[src/rtl/seg7_scan_ctrl.sv]
// seg7_scan_ctrl: time-multiplexed 3-bit -> seven-segment scan controller with dead-time blanking.
// Optional leading-zero suppression is compiled in when SEG7_LEADING_BLANK_EN is defined.
module seg7_scan_ctrl #(
  parameter int NUM_DIGITS   = 4,
  parameter int PRESCALE     = 1000,
  parameter int BLANK_CYCLES = 2
) (
  input  logic                  clk,
  input  logic                  rst_n,
  input  logic                  enable,
  input  logic                  wr_en,
  input  logic [2:0]            wr_idx,
  input  logic [2:0]            wr_data,
  output logic [6:0]            seg,
  output logic [NUM_DIGITS-1:0] dig_en,
  output logic                  frame_done
);

  localparam int IDX_W   = $clog2(NUM_DIGITS);
  localparam int CNT_MAX = (PRESCALE > BLANK_CYCLES) ? PRESCALE : BLANK_CYCLES;
  localparam int CNT_W   = $clog2(CNT_MAX + 1);

  localparam logic [IDX_W-1:0] LAST_IDX   = IDX_W'(NUM_DIGITS - 1);
  localparam logic [CNT_W-1:0] DWELL_LAST = CNT_W'(PRESCALE - 1);
  localparam logic [CNT_W-1:0] BLANK_LAST = CNT_W'(BLANK_CYCLES - 1);
  localparam bit               HAS_BLANK  = (BLANK_CYCLES > 0);

  typedef enum logic [1:0] {
    IDLE  = 2'd0,
    DWELL = 2'd1,
    BLANK = 2'd2
  } state_t;

  state_t                state_q, state_d;
  logic [IDX_W-1:0]      idx_q, idx_d;
  logic [CNT_W-1:0]      cnt_q, cnt_d;
  logic [2:0]            digit_q [NUM_DIGITS];
  logic [2:0]            shadow_q, shadow_d;
  logic                  blank_q, blank_d;
  logic                  lead_d;
  logic                  start_dwell;
  logic                  frame_d;
  logic [6:0]            seg_d;
  logic [NUM_DIGITS-1:0] dig_en_d;

  function automatic logic [6:0] decode(input logic [2:0] v);
    case (v)
      3'd0:    decode = 7'h7E;
      3'd1:    decode = 7'h30;
      3'd2:    decode = 7'h6D;
      3'd3:    decode = 7'h79;
      3'd4:    decode = 7'h33;
      3'd5:    decode = 7'h5B;
      3'd6:    decode = 7'h5F;
      default: decode = 7'h70;
    endcase
  endfunction

  // Scan sequencer: one shared counter times both the dwell and the dead-time gap.
  always_comb begin
    // NOTE: every output of a combinational block gets a default first so no path leaves it unassigned (no latch).
    state_d     = state_q;
    idx_d       = idx_q;
    cnt_d       = cnt_q;
    start_dwell = 1'b0;
    frame_d     = 1'b0;

    case (state_q)
      IDLE: begin
        if (enable) begin
          state_d     = DWELL;
          idx_d       = '0;
          cnt_d       = '0;
          start_dwell = 1'b1;
        end
      end
      DWELL: begin
        if (cnt_q == DWELL_LAST) begin
          idx_d   = (idx_q == LAST_IDX) ? '0 : idx_q + 1'b1;
          cnt_d   = '0;
          frame_d = (idx_q == LAST_IDX);
          if (HAS_BLANK) begin
            state_d = BLANK;
          end else begin
            start_dwell = 1'b1;
          end
        end else begin
          cnt_d = cnt_q + 1'b1;
        end
      end
      BLANK: begin
        if (cnt_q == BLANK_LAST) begin
          state_d     = DWELL;
          cnt_d       = '0;
          start_dwell = 1'b1;
        end else begin
          cnt_d = cnt_q + 1'b1;
        end
      end
      default: begin
        state_d = IDLE;
        idx_d   = '0;
        cnt_d   = '0;
      end
    endcase

    if (!enable) begin
      state_d     = IDLE;
      idx_d       = '0;
      cnt_d       = '0;
      start_dwell = 1'b0;
      frame_d     = 1'b0;
    end
  end

`ifdef SEG7_LEADING_BLANK_EN
  // Blank the digit about to be lit when it and every more-significant digit hold zero.
  always_comb begin
    lead_d = (idx_d != '0);
    for (int i = 0; i < NUM_DIGITS; i++) begin
      if ((IDX_W'(i) >= idx_d) && (digit_q[i] != 3'd0)) lead_d = 1'b0;
    end
  end
`else
  assign lead_d = 1'b0;
`endif

  // Shadow value is captured from the pre-write register file, so a same-cycle write waits a visit.
  always_comb begin
    shadow_d = shadow_q;
    blank_d  = blank_q;
    if (start_dwell) begin
      shadow_d = digit_q[idx_d];
      blank_d  = lead_d;
    end

    seg_d    = '0;
    dig_en_d = '0;
    if (state_d == DWELL) begin
      dig_en_d = NUM_DIGITS'(1) << idx_d;
      if (!blank_d) seg_d = decode(shadow_d);
    end
  end

  always_ff @(posedge clk) begin
    // NOTE: the digit register file is reset too, since every digit must read 0 after reset.
    if (!rst_n) begin
      for (int i = 0; i < NUM_DIGITS; i++) digit_q[i] <= '0;
    end else if (wr_en) begin
      for (int i = 0; i < NUM_DIGITS; i++) begin
        if (wr_idx == 3'(i)) digit_q[i] <= wr_data;
      end
    end
  end

  always_ff @(posedge clk) begin
    // NOTE: sequential state uses non-blocking assignments so all registers update from pre-edge values.
    if (!rst_n) begin
      state_q    <= IDLE;
      idx_q      <= '0;
      cnt_q      <= '0;
      shadow_q   <= '0;
      blank_q    <= 1'b0;
      seg        <= '0;
      dig_en     <= '0;
      frame_done <= 1'b0;
    end else begin
      state_q    <= state_d;
      idx_q      <= idx_d;
      cnt_q      <= cnt_d;
      shadow_q   <= shadow_d;
      blank_q    <= blank_d;
      seg        <= seg_d;
      dig_en     <= dig_en_d;
      frame_done <= frame_d;
    end
  end

endmodule

[config.mk]
export PLATFORM = sky130hd
export DESIGN_NAME = seg7_scan_ctrl
export DESIGN_NICKNAME = d
export VERILOG_FILES = /design/src/rtl/seg7_scan_ctrl.sv
export SDC_FILE = /design/constraint.sdc
export NUM_CORES = 1
export LEC_CHECK = 0
export ABC_AREA = 1
export BUFFER_PORTS_ARGS = -buffer_cell sky130_fd_sc_hd__buf_2
export CORE_MARGIN = 2
export CORE_UTILIZATION = 55
export DETAILED_ROUTE_END_ITERATION = 12
export PLACE_DENSITY = 0.75
export SYNTH_ARGS = -nofsm -noshare
export SYNTH_HDL_FRONTEND = slang
export SYNTH_SLANG_ARGS = --single-unit
[constraint.sdc]
create_clock -name clk -period 2.6 [get_ports clk]
set_clock_uncertainty 0.05 [all_clocks]
set_input_delay 0.39 -clock clk [delete_from_list [all_inputs] [get_ports clk]]
set_output_delay 0.39 -clock clk [all_outputs]
set_load 0.1 [all_outputs]
==> results by group <==
Place
  – Number of port buffers: 21
  – Final Wtd Congestion: 0.7827
  – DP Wirelength: 2752 um
  – Placed cell count: 320

GRT
  – Overflow after GRT: 0
  – Largest net degree at the start of global routing: 14
  – All-Layer GR Usage: 18.85%
  – Vias in the first global route: 1409
  – First-pass GRT wire length: ~6100 um
  – Initial antenna violation count: 0

Synthesis
  – Syn Nets: 269
  – Synth Cell Area: 0.002088 mm2
  – Synth warnings: 0
  – Top cells by area, synth: dfxtp_1 29%, edfxtp_1 17%, inv_1 7.4%, nor2_1 7.0%, nand2_1 6.8%
  – Commonest cells post-synth: 41 x inv_1, 39 x nor2_1, 38 x nand2_1
  – Most frequent cell after synthesis: inv_1
  – Synth cell types: 36
  – FF+latch count, synth: 42
  – Synth Area per Inst: 8.287 um2
  – EDFF count, synth: 12
  – Post-Synthesis Cells: 252
  – Main synth FF type: dfxtp_1
  – Synth async-reset ratio: 0%
  – Top cell type's share of synthesized area: 28.76%
  – Synth area leader: dfxtp_1
  – Seq/Total Area, Yosys: a little under half

Worst setup path
  – CP top delay family: simple AND/OR/NAND/NOR gates
  – CP Launch Point: cnt_q[0]
  – Critical Path Sink: seg[6]
  – Most frequent CP cell: nand2_1
  – Critical path depth: 16
  – Worst path bufs/invs: 1
  – Crit start category: flop
  – CP Class: reg -> reg
  – Reg2Reg Depth: 16
  – Reg2Reg Capture Point: seg[6]
  – Crit path arrival time: 2.31 ns
  – CP required: 2.75 ns
  – Crit-path cells: ha_1 > nand2_1 > nor2_2 > nand2_2 > nand2_4 > nand3_4 > nand3_4 > nand2_1 > nand3_1 > nand3_2 > nand2_4 > nand2_2 > nand2_1 > o211ai_1 > nand2_1 > inv_1
  – R2R setup slack: 0.43 ns
  – Critical Path Max Stage Delay: 0.38 ns
  – Worst Path Max Fanout: 8
  – Slowest cell on crit path: dfxtp_1
  – Worst flop-to-flop path startpoint: cnt_q[0]
  – Worst setup EP type: flop

Final layout
  – FF+latch area: 960.9 um2
  – Multi-input logic area: 952.2 um2
  – Non-Filler Instances: 328
  – Fraction of layout cells with a size suffix above 1: around 23%
  – Layout area overhead: 13.06%
  – Fill count: between 300 and 400
  – # nets final: 296
  – Ant diodes: 0

Timing
  – Peak Freq: 461.9 MHz
  – Worst-Margin Slew: 0.4927 ns
  – Setup TNS: 0 ns
  – Final setup vio count: 0
  – Tmin final: 2.165 ns
  – RSZ-0062 raised after global routing: false
  – Period utilization: a little over four fifths
  – Final hold vios: 0
  – Fin. max-slew vios: 0
  – Slew headroom: 67.38%

Clocking
  – Post-CTS sizing: 0
  – Clk sink count: 42
  – Clock-pin slew on the worst setup and hold paths: 0.07 ns
  – Post-CTS Setup Inserts: 0
  – Clock latency on the worst-skew pair: 0.29 ns
  – Maximum root-to-sink buffer count: 2
  – H-Tree Depth: 2
  – CTS root buf: clkbuf_8
  – TritonCTS Buffers: 5
  – Cts hold-fix bufs: 0
  – CTS tree: done

Route
  – Total wire length: 3535 um
  – Iteration-0 DRC Markers: 123
  – DRC: 0
  – Final antenna-violating net count: 0
  – Vias/cell: 4.902
  – DR vias: 1608
  – WL/cell: roughly 11 um
  – Pre-antenna DRT Iters: 4

Floorplanning
  – Starting Density: 57.04%
  – Rows: 22
  – Die Span X: around 66 um
  – Ports: 22
  – CORE AREA: 0.003661 mm2
  – Die Span Y: roughly 66 um
  – Die ar.: approximately 0.0043 mm2

Status
  – Status: finished clean

Min path
  – Worst Hold Class: in -> reg

Pwr
  – VDD IR max: 0.4123 mV
  – Leakage dissipation: 0.001065 uW
  – Power Density: 580.6 mW/mm2

Flow run
  – Max_cap viols: 0
==> kinds of logic after synthesis <==
kind of cell | count (synthesis) | share of synthesized area (%)
DFF | 42 | 46.02
xor gates and xnor gates | 1 | 0.4195
buffers and inverters | 46 | 8.388
and+or+nand+nor | 134 | 34.57
AOI/OAI and AO/OA | 22 | 6.412
adders and majority gates | 7 | 4.194
==> cell type report <==
type	instances	share of cell area, %
clock buffers	8	4.716
flip-flops and latches	42	40.70
multi-input cells	164	40.33
inverters	45	7.260
repair buffers	21	4.452
well taps	48	2.544
==> tightest hold or removal path: cells and delay by family <==
family	cells	cell delay, ns
buf+inv	1	0.13
simple gates	2	0.12
==> metrics by stage <==
stage	power [uW]	hold WS, ns	cell area [um2]	setup slack, ns	util [%]
after floorplan	862.8	0.3756	2088	0.6955	-
after global placement	895.0	0.3997	2250	0.4898	61.45
after detailed placement	897.4	0.3942	2250	0.4894	61.45
after CTS	1380	0.3237	2361	0.4575	64.49
after global routing	1427	0.3482	2361	0.2138	64.49
final	1371	0.3314	2361	0.4350	64.49
==> cells in the final DEF, fill, tap and decap left out, types with 2 or more instances in the layout <==
cell type / Yosys / routed
a21oi_1: 6 / 6
a31oi_1: 2 / 2
buf_2: 0 / 21
clkbuf_8: 0 / 6
dfxtp_1: 30 / 30
edfxtp_1: 12 / 12
ha_1: 7 / 7
inv_1: 41 / 41
inv_2: 3 / 3
nand2_1: 38 / 38
nand2_2: 10 / 10
nand2_4: 8 / 8
nand3_1: 13 / 13
nand3_2: 4 / 4
nand3_4: 2 / 2
nand4_1: 5 / 5
nor2_1: 39 / 39
nor2_2: 2 / 2
nor2_4: 2 / 2
nor3_1: 3 / 3
o21ai_0: 6 / 6
or2_2: 3 / 3
==> metal layers <==
layer / up-vias / GRT usage (%) / part of all wire (%)
li1: 861 / - / -
met1: 711 / 24.59 / 48
met2: 28 / 29.42 / 46
met3: 8 / 4.623 / 4.1
met4: 0 / 8.594 / 1.8
met5: - / 0 / 0
==> state kept, by name, indices dropped and copies added, names as in the netlist <==
name and cells:
idx_q 2, state_q 2, dig_en 4, cnt_q 10, seg 7, frame_done 1, digit_q 12, shadow_q 3
blank_q 1
==> worst min-delay path by stage <==
| stage | slack [ns] | cells after the start | startpoint | endpoint |
|---|---|---|---|---|
| global placement | 0.40 | 1 | cnt_q[0] | cnt_q[0] |
| global route | 0.35 | 3 | enable | frame_done |
| floorplan | 0.38 | 2 | blank_q | blank_q |
| finish | 0.33 | 3 | enable | frame_done |
| CTS | 0.32 | 3 | enable | frame_done |
| detailed placement | 0.39 | 2 | blank_q | blank_q |
==> power breakdown <==
| part | leakage [uW] | switching, uW | internal, uW |
|---|---|---|---|
| Sequential | 0.000360 | 6.58 | 697 |
| Clock | 0.0000566 | 215 | 274 |
| Combinational | 0.000648 | 137 | 41.3 |
| Total | 0.00106 | 358 | 1010 |
Power figures use the tool's default switching activity.
